<file path="src/rtl/slug_port_pkg.sv">
// Shared constants, select-width helper and read-source encoding for the slug_port I/O bank.
package slug_port_pkg;

  localparam int DEF_DATA_W   = 4;
  localparam int DEF_CHANNELS = 8;

  // Cycles of change detection masked after reset, matched to the sample path depth
  localparam int WARM_SYNC    = 3;
  localparam int WARM_NOSYNC  = 1;

  typedef enum logic {
    SRC_IN  = 1'b0,
    SRC_OUT = 1'b1
  } rd_src_t;

  function automatic int sel_w(input int channels);
    return (channels <= 2) ? 1 : $clog2(channels);
  endfunction

endpackage

</file>
<file path="src/rtl/slug_port_sync2.sv">
// Two-flop synchronizer for the external input bus; both stages clear on synchronous reset.
module slug_sync2
  import slug_port_pkg::*;
#(
  parameter int W = 1
) (
  input  logic         clk,
  input  logic         rst,
  input  logic [W-1:0] i_d,
  output logic [W-1:0] o_q
);

  logic [W-1:0] r_stage1;
  logic [W-1:0] r_stage2;

  always_ff @(posedge clk) begin
    if (rst) begin
      r_stage1 <= '0;
      r_stage2 <= '0;
    end else begin
      r_stage1 <= i_d;
      r_stage2 <= r_stage1;
    end
  end

  assign o_q = r_stage2;

endmodule

</file>
<file path="src/rtl/slug_port.sv">
// Parametrised output register bank plus sampled inputs with sticky change flags and masked irq.
// Optional input synchronizer enabled by defining SLUG_PORT_SYNC_EN.
module slug_port
  import slug_port_pkg::*;
#(
  parameter int DATA_W   = DEF_DATA_W,
  parameter int CHANNELS = DEF_CHANNELS,
  parameter int SEL_W    = sel_w(CHANNELS)
) (
  input  logic                       clk,
  input  logic                       rst,
  input  logic [SEL_W-1:0]           sel,
  input  logic                       wr,
  input  logic [DATA_W-1:0]          wdata,
  input  logic                       rd,
  input  logic                       rd_src,
  output logic                       rd_valid,
  output logic [DATA_W-1:0]          rdata,
  input  logic [CHANNELS*DATA_W-1:0] port_in,
  output logic [CHANNELS*DATA_W-1:0] port_out,
  output logic [CHANNELS-1:0]        out_stb,
  input  logic [CHANNELS-1:0]        irq_en,
  output logic [CHANNELS-1:0]        chg,
  output logic                       irq
);

`ifdef SLUG_PORT_SYNC_EN
  localparam int WARM = WARM_SYNC;
`else
  localparam int WARM = WARM_NOSYNC;
`endif
  localparam int BUS_W   = CHANNELS * DATA_W;
  localparam int WARM_CW = $clog2(WARM + 1);

  logic [BUS_W-1:0]    w_sample;
  logic [BUS_W-1:0]    r_prevSample;
  logic [BUS_W-1:0]    r_portOut;
  logic [CHANNELS-1:0] w_selHot;
  logic [CHANNELS-1:0] w_detect;
  logic [CHANNELS-1:0] w_clear;
  logic [CHANNELS-1:0] r_outStb;
  logic [CHANNELS-1:0] r_chg;
  logic [DATA_W-1:0]   w_rdMux;
  logic [DATA_W-1:0]   r_rdata;
  logic                r_rdValid;
  logic                r_irq;
  logic                w_readIn;
  logic                w_warmDone;
  logic [WARM_CW-1:0]  r_warm;

`ifdef SLUG_PORT_SYNC_EN
  slug_sync2 #(.W(BUS_W)) u_sync (
    .clk (clk),
    .rst (rst),
    .i_d (port_in),
    .o_q (w_sample)
  );
`else
  assign w_sample = port_in;
`endif

  // One-hot select decode; an out-of-range select yields all zeros, so it neither writes nor reads
  always_comb begin
    w_selHot = '0;
    for (int k = 0; k < CHANNELS; k++) begin
      w_selHot[k] = (sel == SEL_W'(k));
    end
  end

  assign w_readIn   = (rd_src_t'(rd_src) == SRC_IN);
  assign w_warmDone = (r_warm == WARM_CW'(WARM));
  assign w_clear    = (rd && w_readIn) ? w_selHot : '0;

  always_comb begin
    w_rdMux = '0;
    for (int k = 0; k < CHANNELS; k++) begin
      if (w_selHot[k]) begin
        w_rdMux = w_readIn ? w_sample[k*DATA_W +: DATA_W] : r_portOut[k*DATA_W +: DATA_W];
      end
    end
  end

  always_comb begin
    w_detect = '0;
    for (int k = 0; k < CHANNELS; k++) begin
      w_detect[k] = w_warmDone &&
                    (w_sample[k*DATA_W +: DATA_W] != r_prevSample[k*DATA_W +: DATA_W]);
    end
  end

  always_ff @(posedge clk) begin
    if (rst) begin
      r_portOut <= '0;
      r_outStb  <= '0;
    end else begin
      for (int k = 0; k < CHANNELS; k++) begin
        if (wr && w_selHot[k]) begin
          r_portOut[k*DATA_W +: DATA_W] <= wdata;
        end
      end
      r_outStb <= wr ? w_selHot : '0;
    end
  end

  // Read data reflects pre-edge state, so a write at the same edge is not seen
  always_ff @(posedge clk) begin
    if (rst) begin
      r_rdValid <= 1'b0;
      r_rdata   <= '0;
    end else begin
      r_rdValid <= rd;
      if (rd) begin
        r_rdata <= w_rdMux;
      end
    end
  end

  // A fresh change at the same edge as a clearing read wins
  always_ff @(posedge clk) begin
    if (rst) begin
      r_prevSample <= '0;
      r_chg        <= '0;
      r_irq        <= 1'b0;
      r_warm       <= '0;
    end else begin
      r_prevSample <= w_sample;
      r_chg        <= (r_chg & ~w_clear) | w_detect;
      r_irq        <= |(r_chg & irq_en);
      if (!w_warmDone) begin
        r_warm <= r_warm + WARM_CW'(1);
      end
    end
  end

  assign port_out = r_portOut;
  assign out_stb  = r_outStb;
  assign rd_valid = r_rdValid;
  assign rdata    = r_rdata;
  assign chg      = r_chg;
  assign irq      = r_irq;

endmodule

</file>
<file path="config.mk">
export PLATFORM = sky130hd
export DESIGN_NAME = slug_port
export DESIGN_NICKNAME = d
export VERILOG_FILES = /design/src/rtl/slug_port_pkg.sv /design/src/rtl/slug_port_sync2.sv /design/src/rtl/slug_port.sv
export SDC_FILE = /design/constraint.sdc
export NUM_CORES = 1
export LEC_CHECK = 0
export ABC_AREA = 0
export CELL_PAD_IN_SITES_DETAIL_PLACEMENT = 0
export CELL_PAD_IN_SITES_GLOBAL_PLACEMENT = 2
export CORE_UTILIZATION = 29
export CTS_CLUSTER_SIZE = 8
export DETAILED_ROUTE_END_ITERATION = 10
export PLACE_DENSITY = 0.88
export SETUP_SLACK_MARGIN = 0.2
export SLEW_MARGIN = 20
export SYNTH_ARGS = -nofsm -noshare
export SYNTH_HDL_FRONTEND = slang
export SYNTH_HIERARCHICAL = 1
export SYNTH_SLANG_ARGS = --single-unit
</file>
<file path="constraint.sdc">
create_clock -name clk -period 1.7 [get_ports clk]
set_input_delay 0.34 -clock clk [delete_from_list [all_inputs] [get_ports clk]]
set_output_delay 0.34 -clock clk [all_outputs]
set_load 0.005 [all_outputs]
</file>
==> metrics.txt <==
area grow syn2layout=57.2%; RSZ-0062 raised after global routing=true; post-synthesis sequential area ratio=45.7%; measured slew at the worst slew-check pin=0.541 ns; 1st-iter DRT viols=144; terminus of the critical flop-to-flop path=rdata[0]; # clock sinks=87; net switching fraction of the power=22.8%; global route overflow=0; most frequent cells in the layout=buf_4, mux2i_1, clkdlybuf4s50_1, dfxtp_1, dlygate4sd2_1; Reg clk slew, reported paths=0.06 ns; max_cap viols=0; final WL=12100 um; Cell Chain, Critical Path=clkdlybuf4s50_1 > mux2i_2 > o21ai_1 > o21a_1 > a311oi_2 > o32ai_1; Max Clk Rate=0.660 GHz; worst min-delay path category=input port to register; Comb pwr share=14.9%; largest net degree at the start of global routing=47; CP Class=input port to register; hold path start=rst; first-pass GRT wire length=18600 um; chip width=117 um; WHS Path Cells=2; post-route minimum period=1.52 ns; Worst-Skew Late Latency=0.33 ns; crit path launch=port_in[17]; WP data required=1.93 ns; CP max-delay cell=clkdlybuf4s50_1; synthesized area=3810 sq um; H-Tree Level Count=3; Hold Path Sink=r_warm; Die Y=117 um; via count=3382; Area contributors post-synth=dfxtp_1, mux2i_1, xor2_1; Rows=41; source of the worst register-to-register timing path=port_out[20]; Ys Warns=6; Core Box Area=12700 sq um; vias per cell=4.63; Seq cells post-synth=87; clock tree buffer depth=2; Slew Limit Headroom=63.9%; TritonCTS buffer count=9; share of cells above drive strength 1=29.3%; leak pwr=2.83 nW; antenna violations before repair=0; Worst Path Arrival=1.75 ns; fin util=47.1%; status=complete, no violations; CP startpoint kind=input port; worst reg2reg path depth=6; ant diodes=0; Yosys top cell area share=45.7%; Post-Synthesis Cells=386; Avg WL per Cell=16.6 um; Fin. Hold Viols=0; reg-to-reg slack, setup=0.27 ns; WP buf/inv=1; drt pass-1 iters=4; I/O pin count=106; PortBufs=105; # setup viols final=0; commonest non-fill, non-tap cell in the layout=buf_4; Switch Pwr=1.19 mW; register share of total power=41.9%; Die Area=13600 sq um; CP delay by family, top=compound AO/OA/AOI/OAI gates; critical-path maximum fanout=2; Clock Power Share=43.2%; Multi-input gate area=2000 sq um; CP Capture Type=register; Yosys top cell by area=dfxtp_1; Power Density=872 nW/um^2; Crit path largest cell delay=0.50 ns; Synth Area per Inst=9.88 sq um; Post-Route Hold Slack=0.336 ns; Tot Pwr=5.23 mW; root buffer cell=clkbuf_16; Pins Over Slew Limit=0; post-route setup TNS=0 ns; Synthesized Nets=438; skew final=0.00401 ns; vias in the first global route=3534; GRT Overall Usage=18.5%; Detail Route Antenna Nets=0; nets=606; Period Utilization, post-route=89.2%; worst vdd ir=0.377 mV; CTS tree=yes; DP HPWL=9120 um; RePlAce Congestion=0.884; FF+latch area=1790 sq um; Cell variety after synth=44; Starting Density=30.0%; FILL cells=1242; Residual DRC=0; Cell Int Power=4.04 mW
==> through the flow <==
| stage | worst slack, ns | cell area, sq um | cells |
|---|---|---|---|
| floorplan | 0.270 | 3810 | 386 |
| global placement | -0.346 | 5450 | 703 |
| detailed placement | -0.407 | 5450 | 703 |
| CTS | 0.202 | 5920 | 731 |
| global route | 0.151 | 6000 | 731 |
| finish | 0.184 | 6000 | 731 |
==> how the worst max path moves through the flow <==
stage | slack [ns] | end | cells past startpoint
2_1_floorplan | 0.27 | rdata[1] | 6
3_3_place_gp | -0.35 | port_out[7] | 7
3_5_place_dp | -0.41 | port_out[7] | 7
4_1_cts | 0.20 | port_out[22] | 1
5_1_grt | 0.15 | rdata[1] | 6
6_report | 0.18 | rdata[1] | 6
==> power groups by stage <==
stage	logic, mW	clock network [mW]	registers [mW]
3_3_place_gp	0.746	0	2.23
5_1_grt	0.842	2.38	2.20
6_report	0.780	2.26	2.19
4_1_cts	0.765	2.28	2.19
2_1_floorplan	0.324	0	2.22
3_5_place_dp	0.757	0	2.23
==> flip-flops by register name, indices dropped and copies added (netlist names) <==
signal / cells
chg: 8
irq: 1
out_stb: 8
port_out: 32
r_prevSample: 32
r_warm: 1
rd_valid: 1
rdata: 4
==> cells in the mapped netlist, drive strengths merged <==
master    n
nand4     1
or3       1
inv       4
o21bai    1
a21oi     9
buf      11
o22ai     3
nor2     43
nor3      4
nand3b    1
a41oi     1
nand2     4
a311oi    3
o21ai    21
o31ai     3
xor2     32
or2       1
a22oi     4
nand2b    7
o2bb2ai   1
a211oi    7
clkbuf   16
o41ai     9
nor2b    42
or3b      1
o21a      3
dfxtp    87
mux2      6
mux2i    51
a31oi     1
nand3     2
nor3b     1
o32ai     4
nor4      1
==> layout make-up <==
| cell class | instances | share of cell area, % |
|---|---|---|
| inverter | 4 | 0.250 |
| timing repair buffer | 184 | 27.2 |
| tap | 172 | 3.59 |
| multi-input combinational | 268 | 33.4 |
| clock buffer | 13 | 4.17 |
| sequential | 87 | 29.9 |
| clock inverter | 3 | 1.50 |
==> metal layers <==
metal,global-route usage (%),part of all wire [%],routed length [um]
met1,24.6,47,5720
met2,30.1,46,5600
met3,2.70,4.7,573
met4,7.68,1.7,211
met5,0,0,0
==> worst reg2reg max path: cells and delay by family (launching register included) <==
kind	cells	cell delay, ns
AOI/OAI and AO/OA	4	0.56
buffers and inverters	1	0.13
muxes	1	0.30
DFF	1	0.32
==> logic make-up after synthesis <==
group | after synthesis | share of synthesized area (%)
xor+xnor | 32 | 7.35
compound gates | 70 | 12.3
buf+inv | 31 | 4.23
mux | 57 | 15.2
simple gates | 109 | 15.3
flops | 87 | 45.7
==> what timing repair did <==
item,CTS,global route
hold buffers,0,0
resized for setup,99,28
pin swaps,5,6
hold endpoints to repair,0,0
setup endpoints to repair,79,41
buffers inserted,12,0
Power figures use the tool's default switching activity.
